===== src/rtl/cic_decimator.sv =====
// CIC decimation filter: N pipelined integrators at the input rate, decimate by RATE,
// then N comb stages (differential delay DIFF_DELAY) at the output rate. Full precision.
module cic_decimator #(
  parameter int unsigned IN_WIDTH   = 16,
  parameter int unsigned N_STAGES   = 4,
  parameter int unsigned RATE       = 16,
  parameter int unsigned DIFF_DELAY = 1,
  localparam int unsigned ACC_W     = IN_WIDTH + N_STAGES * $clog2(RATE * DIFF_DELAY)
) (
  input  logic                       clk,
  input  logic                       rst,
  input  logic                       in_valid,
  input  logic signed [IN_WIDTH-1:0] in_data,
  output logic                       out_valid,
  output logic signed [ACC_W-1:0]    out_data
);

  localparam int unsigned CNT_W = $clog2(RATE);

  logic signed [ACC_W-1:0] integ    [N_STAGES];
  logic signed [ACC_W-1:0] comb     [N_STAGES];
  logic signed [ACC_W-1:0] dly      [N_STAGES][DIFF_DELAY];
  logic signed [ACC_W-1:0] comb_in  [N_STAGES];
  logic [N_STAGES-1:0]     stage_en;
  logic [N_STAGES-1:0]     vld;
  logic [CNT_W-1:0]        cnt;
  logic                    dec_stb;

  // Comb stage inputs: stage 0 takes the last integrator on the decimation strobe.
  always_comb begin
    comb_in[0]  = integ[N_STAGES-1];
    stage_en[0] = dec_stb;
    for (int k = 1; k < int'(N_STAGES); k++) begin
      comb_in[k]  = comb[k-1];
      stage_en[k] = vld[k-1];
    end
  end

  always_ff @(posedge clk) begin
    if (rst) begin
      cnt     <= '0;
      dec_stb <= 1'b0;
      vld     <= '0;
      for (int k = 0; k < int'(N_STAGES); k++) begin
        integ[k] <= '0;
        comb[k]  <= '0;
        for (int j = 0; j < int'(DIFF_DELAY); j++) begin
          dly[k][j] <= '0;
        end
      end
    end else begin
      // Integrators wrap modulo 2^ACC_W; each stage adds the previous stage's old value.
      if (in_valid) begin
        integ[0] <= integ[0] + ACC_W'(in_data);
        for (int k = 1; k < int'(N_STAGES); k++) begin
          integ[k] <= integ[k] + integ[k-1];
        end
        if (cnt == CNT_W'(RATE - 1)) begin
          cnt <= '0;
        end else begin
          cnt <= cnt + CNT_W'(1);
        end
      end
      dec_stb <= in_valid && (cnt == CNT_W'(RATE - 1));
      vld     <= stage_en;

      for (int k = 0; k < int'(N_STAGES); k++) begin
        if (stage_en[k]) begin
          comb[k]   <= comb_in[k] - dly[k][DIFF_DELAY-1];
          dly[k][0] <= comb_in[k];
          for (int j = 1; j < int'(DIFF_DELAY); j++) begin
            dly[k][j] <= dly[k][j-1];
          end
        end
      end
    end
  end

  assign out_valid = vld[N_STAGES-1];
  assign out_data  = comb[N_STAGES-1];

endmodule


===== config.mk =====
export PLATFORM = sky130hd
export DESIGN_NAME = cic_decimator
export DESIGN_NICKNAME = d
export VERILOG_FILES = /design/src/rtl/cic_decimator.sv
export SDC_FILE = /design/constraint.sdc
export NUM_CORES = 1
export LEC_CHECK = 0
export ABC_AREA = 0
export CAP_MARGIN = 20
export CORE_MARGIN = 10
export CORE_UTILIZATION = 45
export DETAILED_ROUTE_END_ITERATION = 12
export MAX_ROUTING_LAYER = met4
export PLACE_DENSITY = 0.6
export SLEW_MARGIN = 20
export SYNTH_ARGS = -nofsm -noshare
export SYNTH_HDL_FRONTEND = slang
export SYNTH_SLANG_ARGS = --single-unit

===== constraint.sdc =====
create_clock -name clk -period 3.6 [get_ports clk]
set_input_delay 0.9 -clock clk [delete_from_list [all_inputs] [get_ports clk]]
set_output_delay 0.9 -clock clk [all_outputs]
set_load 0.02 [all_outputs]

# After elaboration in Yosys (flattened, before gate mapping)
# Memories as Yosys holds them, arrays and structs flattened.
# Index checks and enable logic that the tools add are counted.
# Widths: inputs -> output; s select.
dict set report totals {
  register_bits 9
  word_cells 59
  memories 3
  rom_bits 0
  out_inout_bits 33
  latchBits 0
  ram_bits 384
  input_bits 19
}
# name words width rd rd_ports_with_merged_regs write_ports line_no
set memory_table {}
lappend memory_table {comb 4 32 4 0 4 21} ;# logic signed [ACC_W-1:0] comb [N_STAGES];
lappend memory_table {dly 4 32 4 0 4 22} ;# logic signed [ACC_W-1:0] dly [N_STAGES][DIFF_DELAY];
lappend memory_table {integ 4 32 4 0 4 20} ;# logic signed [ACC_W-1:0] integ [N_STAGES];
dict set report op_classes {
  add_sub_neg 9
  n_shift 0
  div 0
  n_lt_le_gt_ge 0
  n_reduce_logical 1
  n_mul 0
  bitwise 12
  n_eq_ne 1
  n_mux 30
}
# cell count
set ops {}
lappend ops {{$mux 32} 12}
lappend ops {{$sub 32x32->32} 4}
lappend ops {{$add 32x32->32} 3}
lappend ops {{$add 32x16->32} 1}
lappend ops {{$mux 1} 17}
lappend ops {{$or 1x1->1} 12}
lappend ops {{$add 4x1->4 const B} 1}
lappend ops {{$eq 4x4->1 const B} 1}
lappend ops {{$mux 4} 1}
lappend ops {{$logic_and 1x1->1} 1}

# Logic depth before layout (Yosys ltp)
# Gate-level depths: netlist of run 1.
dict set report depth {
  ltp_word 4
  depth_mapped 12
  ltp_nobuf 12
}

# Worst setup path after synthesis of run 1
# OpenSTA, ideal clock, no wires.
dict set report synth_timing {
  path_kind {input -> register}
  from {input port rst}
  to {memory integ[0][0] in the netlist's numbering, enable pin}
  stages 2
  path_slack_ps 409
  path_buffers 1
  setup_ps 433
  arrival_ps 2758
  required_ps 3167
  path_cell_list {clkbuf_1 or2_2}
}
# element line_no
set synth_rtl {}
lappend synth_rtl {{from (decl)} 11} ;# input logic rst,
lappend synth_rtl {{to (decl)} 20}

==> impl_metrics.csv, run 1 <==
group,metric,value,unit
final_layout,mostFrequentLayoutCells,"edfxtp_1 (384), nor2_1 (296), ha_1 (249), a21oi_1 (205), inv_1 (182)",
run_status,status,"completed",
timing,finalMaxSlewViolations,0,
logic_synthesis,synthCells,2681,
final_layout,post-route-cell-area,30100,um2
logic_synthesis,synth_ff_type,"edfxtp_1",
route,drtIter0Drc,837,
clocking,clk_pin_slew,60,ps
route,drtAntennaViolNets,0,
setup_path,worst-r2r-setup-slack,260,ps
floorplanning,rows,89,
timing,period_share,0.931,
final_layout,drive_above_1_share,0.0693,
logic_synthesis,ys_warn_count,0,
clocking,htree_levels,2,
clocking,clk_latency,580,ps
setup_path,r2r_start,"integ[3][0]",
setup_path,reg2reg_depth,11,
clocking,post_cts_resized,0,
power_and_ir_drop,ir_drop,0.345,mV
route,drt-total-wl,55400,um
power_and_ir_drop,powerDensity,448,nW/um2
global_routing,grt_pass1_vias,19900,
logic_synthesis,async_flop_share,0,
timing,worstMarginPinSlew,744,ps
floorplanning,dieHeight,263,um
timing,holdWs,499,ps
global_routing,grt_max_degree,65,
route,drc,0,
setup_path,r2r-end,"integ[3][26]",
setup_path,path_max_fanout,3,
logic_synthesis,synth_edf_count,384,
floorplanning,start_util,0.453,
logic_synthesis,yosysSeqAreaShare,0.439,
timing,setup_viol,0,
logic_synthesis,syn-cell-area,26600,um2
hold_path,hold_class,"reg2reg",
job,drv_cap,0,
placed_design,numPortBuffers,51,
placed_design,gp_congestion,0.953,
clocking,cts_inserted_buffers,47,
timing,fmax,298,MHz
hold_path,min_path_cells,2,
floorplanning,core-area,58800,um2
route,viasPerCell,5.42,
final_layout,syn2layout_area_growth,13.0,%
global_routing,grt_first_pass_wirelength,92900,um
final_layout,antennaDiodeCount,0,
logic_synthesis,synth_fp_nets,2957,
route,drt-pass1-iter-count,5,
clocking,ctsLongestPathBuffers,3,
timing,finalCriticalPeriod,3350,ps
floorplanning,die_width,263,um
global_routing,track_usage,0.161,
clocking,cts_tree,"done",
setup_path,worstPathRequired,3930,ps
setup_path,end_kind,"flip-flop",
clocking,holdBufCountCts,0,
hold_path,holdPathEnd,"dec_stb",
logic_synthesis,syn_avg_cell_area,9.94,um2
final_layout,final_common_cell,"edfxtp_1",
timing,rsz0062_at_grt,"false",
timing,hold_violations,0,
floorplanning,floorplan.io_pins,52,
global_routing,grt_antenna_before_repair,0,
final_layout,nets,3067,
floorplanning,dieArea,69300,um2
logic_synthesis,synth-seq-cells,393,
setup_path,cp_data_arrival_time,3680,ps
clocking,clock-sinks,393,
setup_path,start_kind,"input port",
clocking,cts_root_buffer,"clkbuf_16",
power_and_ir_drop,p_leak,0.0130,uW
timing,max_slew_margin,0.500,
placed_design,placed_cell_area,28600,um2
clocking,cts_setup_buffers,0,
placed_design,hpwl,42200,um
route,vias,19500,
setup_path,path_class,"in2reg",
hold_path,hp-start,"cnt[3]",
route,wire_per_inst,15.4,um
timing,skew,17.0,ps
global_routing,grt.overflow.total,0,
logic_synthesis,synthDistinctLibCells,77,
-- routing by layer --
metal  up-vias  GRT usage  routed length [um]
met4         0     0.0623                2020
met5         -          -                   0
met1      9100      0.161               22200
li1       9974          -                   -
met3       132     0.0246                1750
met2       302      0.308               29400
-- flip-flops by register name (all words and copies together) (netlist names) --
| signal | cells |
|---|---|
| cnt | 4 |
| vld | 4 |
| dec_stb | 1 |
| dly | 128 |
| integ | 128 |
| comb | 128 |
-- metrics by stage --
step / TNS [ps] / worst slack (ps) / std cells / power, uW / utilization
floorplan: 0 / 409 / 2681 / 8020 / -
global placement: -2290 / -330 / 3515 / 8790 / 0.487
detailed placement: -2780 / -408 / 3515 / 8870 / 0.487
CTS: 0 / 212 / 3601 / 13600 / 0.512
global route: 0 / 13.4 / 3601 / 14300 / 0.512
finish: 0 / 248 / 3601 / 13500 / 0.512
-- Yosys cell counts (all sizes together) (14+ instances only) --
cell type  count  area share
a31oi         34      0.0080
o21bai        31      0.0087
o21a          40       0.011
clkbuf        80       0.011
o21ai        122       0.023
nor2b         37      0.0087
mux2i         15      0.0056
xnor2         91       0.030
nand2        132       0.019
inv          182       0.026
ha           249        0.12
and2         143       0.034
nor3          53       0.010
nand3         42      0.0079
edfxtp       384        0.43
nand2b        34      0.0080
nand4         38      0.0089
xor2          96       0.032
o31ai         14      0.0048
a21oi        206       0.039
a21o         149       0.042
nor2         296       0.042
and3          23      0.0054
a211oi        22      0.0066
-- power breakdown --
| part | internal (uW) | leakage, uW | switching [uW] |
|---|---|---|---|
| registers | 5340 | 0.00413 | 198 |
| logic | 1420 | 0.00814 | 1840 |
| clock network | 2800 | 0.000743 | 1890 |
| total | 9550 | 0.0130 | 3940 |
-- critical path: stages --
cell and delay (ps):
clkdlybuf4s50_1 420, ha_1 320, a211oi_2 230, o31ai_2 110, o221a_2 300, o31a_1 350
a211oi_2 350, o21ai_1 200, o41ai_2 270, a21o_1 170, a21oi_1 60
-- final cells by class --
class | count | area (um2)
fill | 5230 | 28700
multi-input combinational | 2024 | 14000
sequential | 393 | 11700
timing repair buffer | 142 | 1290
clock buffer | 60 | 1250
tap | 773 | 967
inverter | 183 | 687
clock inverter | 26 | 260
-- cell families (layout without fill, tap and decap cells) --
kind of cell | after synthesis | in the layout | synth area share
xor gates and xnor gates | 187 | 187 | 0.0615
DFF | 393 | 393 | 0.439
adders and majority gates | 257 | 257 | 0.123
muxes | 15 | 15 | 0.00563
buffers and inverters | 264 | 411 | 0.0372
AOI/OAI and AO/OA | 712 | 712 | 0.176
and+or+nand+nor | 853 | 853 | 0.158
-- worst max path at each step --
stage	start	end	slack, ps
3_3_place_gp	in_data[1]	integ[0][31]	-330
2_1_floorplan	rst	integ[0][0]	410
4_1_cts	in_data[1]	integ[0][31]	210
6_report	in_data[1]	integ[0][31]	250
5_1_grt	integ[2][0]	integ[2][30]	10
3_5_place_dp	in_data[1]	integ[0][31]	-410
Note: power is estimated with default switching activity, not from simulation.
==> run 2, diff against run 1 <==
Clock period 3.6 ns to 3.1 ns, I/O delays scaled along.
==> run 2 against run 1 <==
- via count is 2.2% higher
- core utilization up 2.4 points
- sequential power up 16%
- global-route usage rose by 0.25 points
- largest cell class unchanged
==> impl_metrics.csv, run 2 (synthesized netlist as in run 1, its figures left out) <==
group,metric,value,unit
run_status,status,"completed",
floorplanning,dieHeight,263,um
setup_path,cp_slowest_cell,"clkdlybuf4s50_1",
final_layout,nets,3176,
power_and_ir_drop,intPower,11200,uW
timing,setup_tns,0,ps
setup_path,r2r_start,"integ[3][2]",
clocking,clock-sinks,393,
timing,fmax,326,MHz
route,drc,0,
route,viasPerCell,5.37,
placed_design,placed_cell_area,29100,um2
final_layout,final_common_cell,"edfxtp_1",
route,drt-total-wl,57100,um
placed_design,gp_congestion,0.948,
global_routing,grt_max_degree,76,
setup_path,r2r-end,"integ[3][23]",
floorplanning,floorplan.io_pins,52,
job,drv_cap,0,
timing,holdWs,497,ps
setup_path,critPathTopFamily,"compound AO/OA/AOI/OAI gates",
hold_path,hold_class,"reg2reg",
power_and_ir_drop,powerDensity,506,nW/um2
floorplanning,core-area,58800,um2
power_and_ir_drop,p_leak,0.0136,uW
clocking,htree_levels,2,
power_and_ir_drop,clkPwrFrac,0.331,
power_and_ir_drop,seqPwrFrac,0.403,
global_routing,grt_antenna_before_repair,0,
timing,rsz0062_at_grt,"true",
placed_design,hpwl,42200,um
setup_path,start_kind,"input port",
placed_design,numPortBuffers,51,
timing,setup_viol,0,
hold_path,min_path_cells,2,
final_layout,drive_above_1_share,0.134,
timing,max_slew_margin,0.586,
clocking,cts_inserted_buffers,48,
setup_path,worst-r2r-setup-slack,40,ps
floorplanning,start_util,0.453,
timing,hold_violations,0,
final_layout,multi_input_area,14600,um2
setup_path,reg2reg_depth,11,
route,drtAntennaViolNets,0,
power_and_ir_drop,combPwrFrac,0.266,
setup_path,path_class,"in2reg",
timing,finalCriticalPeriod,3070,ps
route,vias,19900,
clocking,cts_root_buffer,"clkbuf_16",
floorplanning,die_width,263,um
route,drt-pass1-iter-count,5,
hold_path,hp-start,"cnt[3]",
clocking,clk_pin_slew,60,ps
timing,period_share,0.989,
power_and_ir_drop,p_switching,4770,uW
final_layout,fill_cells,5155,
final_layout,syn2layout_area_growth,18.4,%
hold_path,holdPathEnd,"cnt[3]",
clocking,cts_tree,"done",
global_routing,track_usage,0.164,
route,drtIter0Drc,784,
final_layout,antennaDiodeCount,0,
final_layout,post-route-cell-area,31500,um2
timing,skew,26.1,ps
setup_path,crit_chain,"clkdlybuf4s50_1 -> ha_4 -> a21oi_4 -> o31ai_2 -> o221a_2 -> o31a_1 -> a211oi_4 -> o21ai_2 -> buf_4 -> o21a_1 -> nor3_1 -> nor3_1",
route,wire_per_inst,15.4,um
final_layout,regArea,11700,um2
timing,finalMaxSlewViolations,0,
clocking,holdBufCountCts,0,
power_and_ir_drop,totalPowerFinal,16000,uW
final_layout,reg_top3,"comb: 128 flops, dly: 128 flops, integ: 128 flops",
global_routing,grt_pass1_vias,20300,
setup_path,cp_common_cell,"nor3_1",
power_and_ir_drop,switching_share,0.299,
setup_path,end_kind,"flip-flop",
global_routing,grt.overflow.total,0,
setup_path,path_max_fanout,3,
setup_path,worstPathRequired,3440,ps
global_routing,grt_first_pass_wirelength,94500,um
power_and_ir_drop,ir_drop,0.369,mV
final_layout,utilization,0.536,
clocking,clk_latency,600,ps
clocking,ctsLongestPathBuffers,3,
final_layout,mostFrequentLayoutCells,"edfxtp_1 (384), nor2_1 (296), ha_1 (233), a21oi_1 (190), buf_4 (187)",
setup_path,cp_data_arrival_time,3400,ps
setup_path,cp_num_buf_inv,2,
timing,worstMarginPinSlew,615,ps
floorplanning,rows,89,
setup_path,slowest_delay,510,ps
floorplanning,dieArea,69300,um2
## run 2: cell types whose count changed in the layout (fill, tap and decap cells not counted), sizes merged
| cell | before | now |
|---|---|---|
| dlymetal6s2s | 0 | 3 |
| bufinv | 5 | 0 |
| buf | 91 | 199 |
| clkbuf | 60 | 67 |
| clkinv | 21 | 19 |
| inv | 183 | 184 |
| clkinvlp | 0 | 1 |
| clkdlybuf4s50 | 51 | 48 |
## run 2: power by group through the flow
stage | clock network, uW | registers (uW) | logic (uW)
after floorplan | 0 | 6460 | 2850
after global placement | 0 | 6530 | 3810
after detailed placement | 0 | 6540 | 3890
after CTS | 5460 | 6430 | 4010
after global routing | 5670 | 6480 | 4710
final | 5270 | 6430 | 4250
## run 2: timing repair
action                                  in CTS  in global routing
setup buffers                               16                 23
resized for setup                           28                 98
endpoints found under the setup margin      33                 61
pin swaps                                   24                 67
gates cloned                                 0                  0
## run 2: layer usage
layer | share of wire | vias up | track usage
li1 | - | 10200 | -
met1 | 0.40 | 9345 | 0.164
met2 | 0.54 | 271 | 0.314
met3 | 0.030 | 126 | 0.0245
met4 | 0.035 | 0 | 0.0617
met5 | 0 | - | -
## run 2: worst min-delay path, delay by kind of cell, from the launching register on
kind	cells	cell delay [ps]
flip-flops	1	320
AO/OA/AOI/OAI	2	130
## run 2: per-stage QoR
stage               std cells  setup WS (ps)
detailed placement       3584           -744
global route             3711           -118
CTS                      3688           1.15
global placement         3584           -721
floorplan                2681           34.2
finish                   3711           33.8
## run 2: how the worst max path moves through the flow
stage / startpoint / endpoint / slack, ps / depth (start not counted)
4_1_cts: in_data[14] / integ[0][31] / 1 / 11
3_5_place_dp: in_data[0] / integ[0][28] / -740 / 12
6_report: in_data[4] / integ[0][29] / 30 / 12
2_1_floorplan: rst / integ[0][0] / 30 / 2
5_1_grt: integ[3][0] / comb[0][28] / -120 / 12
3_3_place_gp: in_data[0] / integ[0][30] / -720 / 12
## run 2: final cells by class
| type | count | share of cell area |
|---|---|---|
| Timing Repair Buffer | 250 | 0.0674 |
| Clock inverter | 21 | 0.00405 |
| Inverter | 183 | 0.0218 |
| Tap cell | 773 | 0.0307 |
| Clock buffer | 67 | 0.0429 |
| Sequential cell | 393 | 0.371 |
| Multi-Input combinational cell | 2024 | 0.462 |
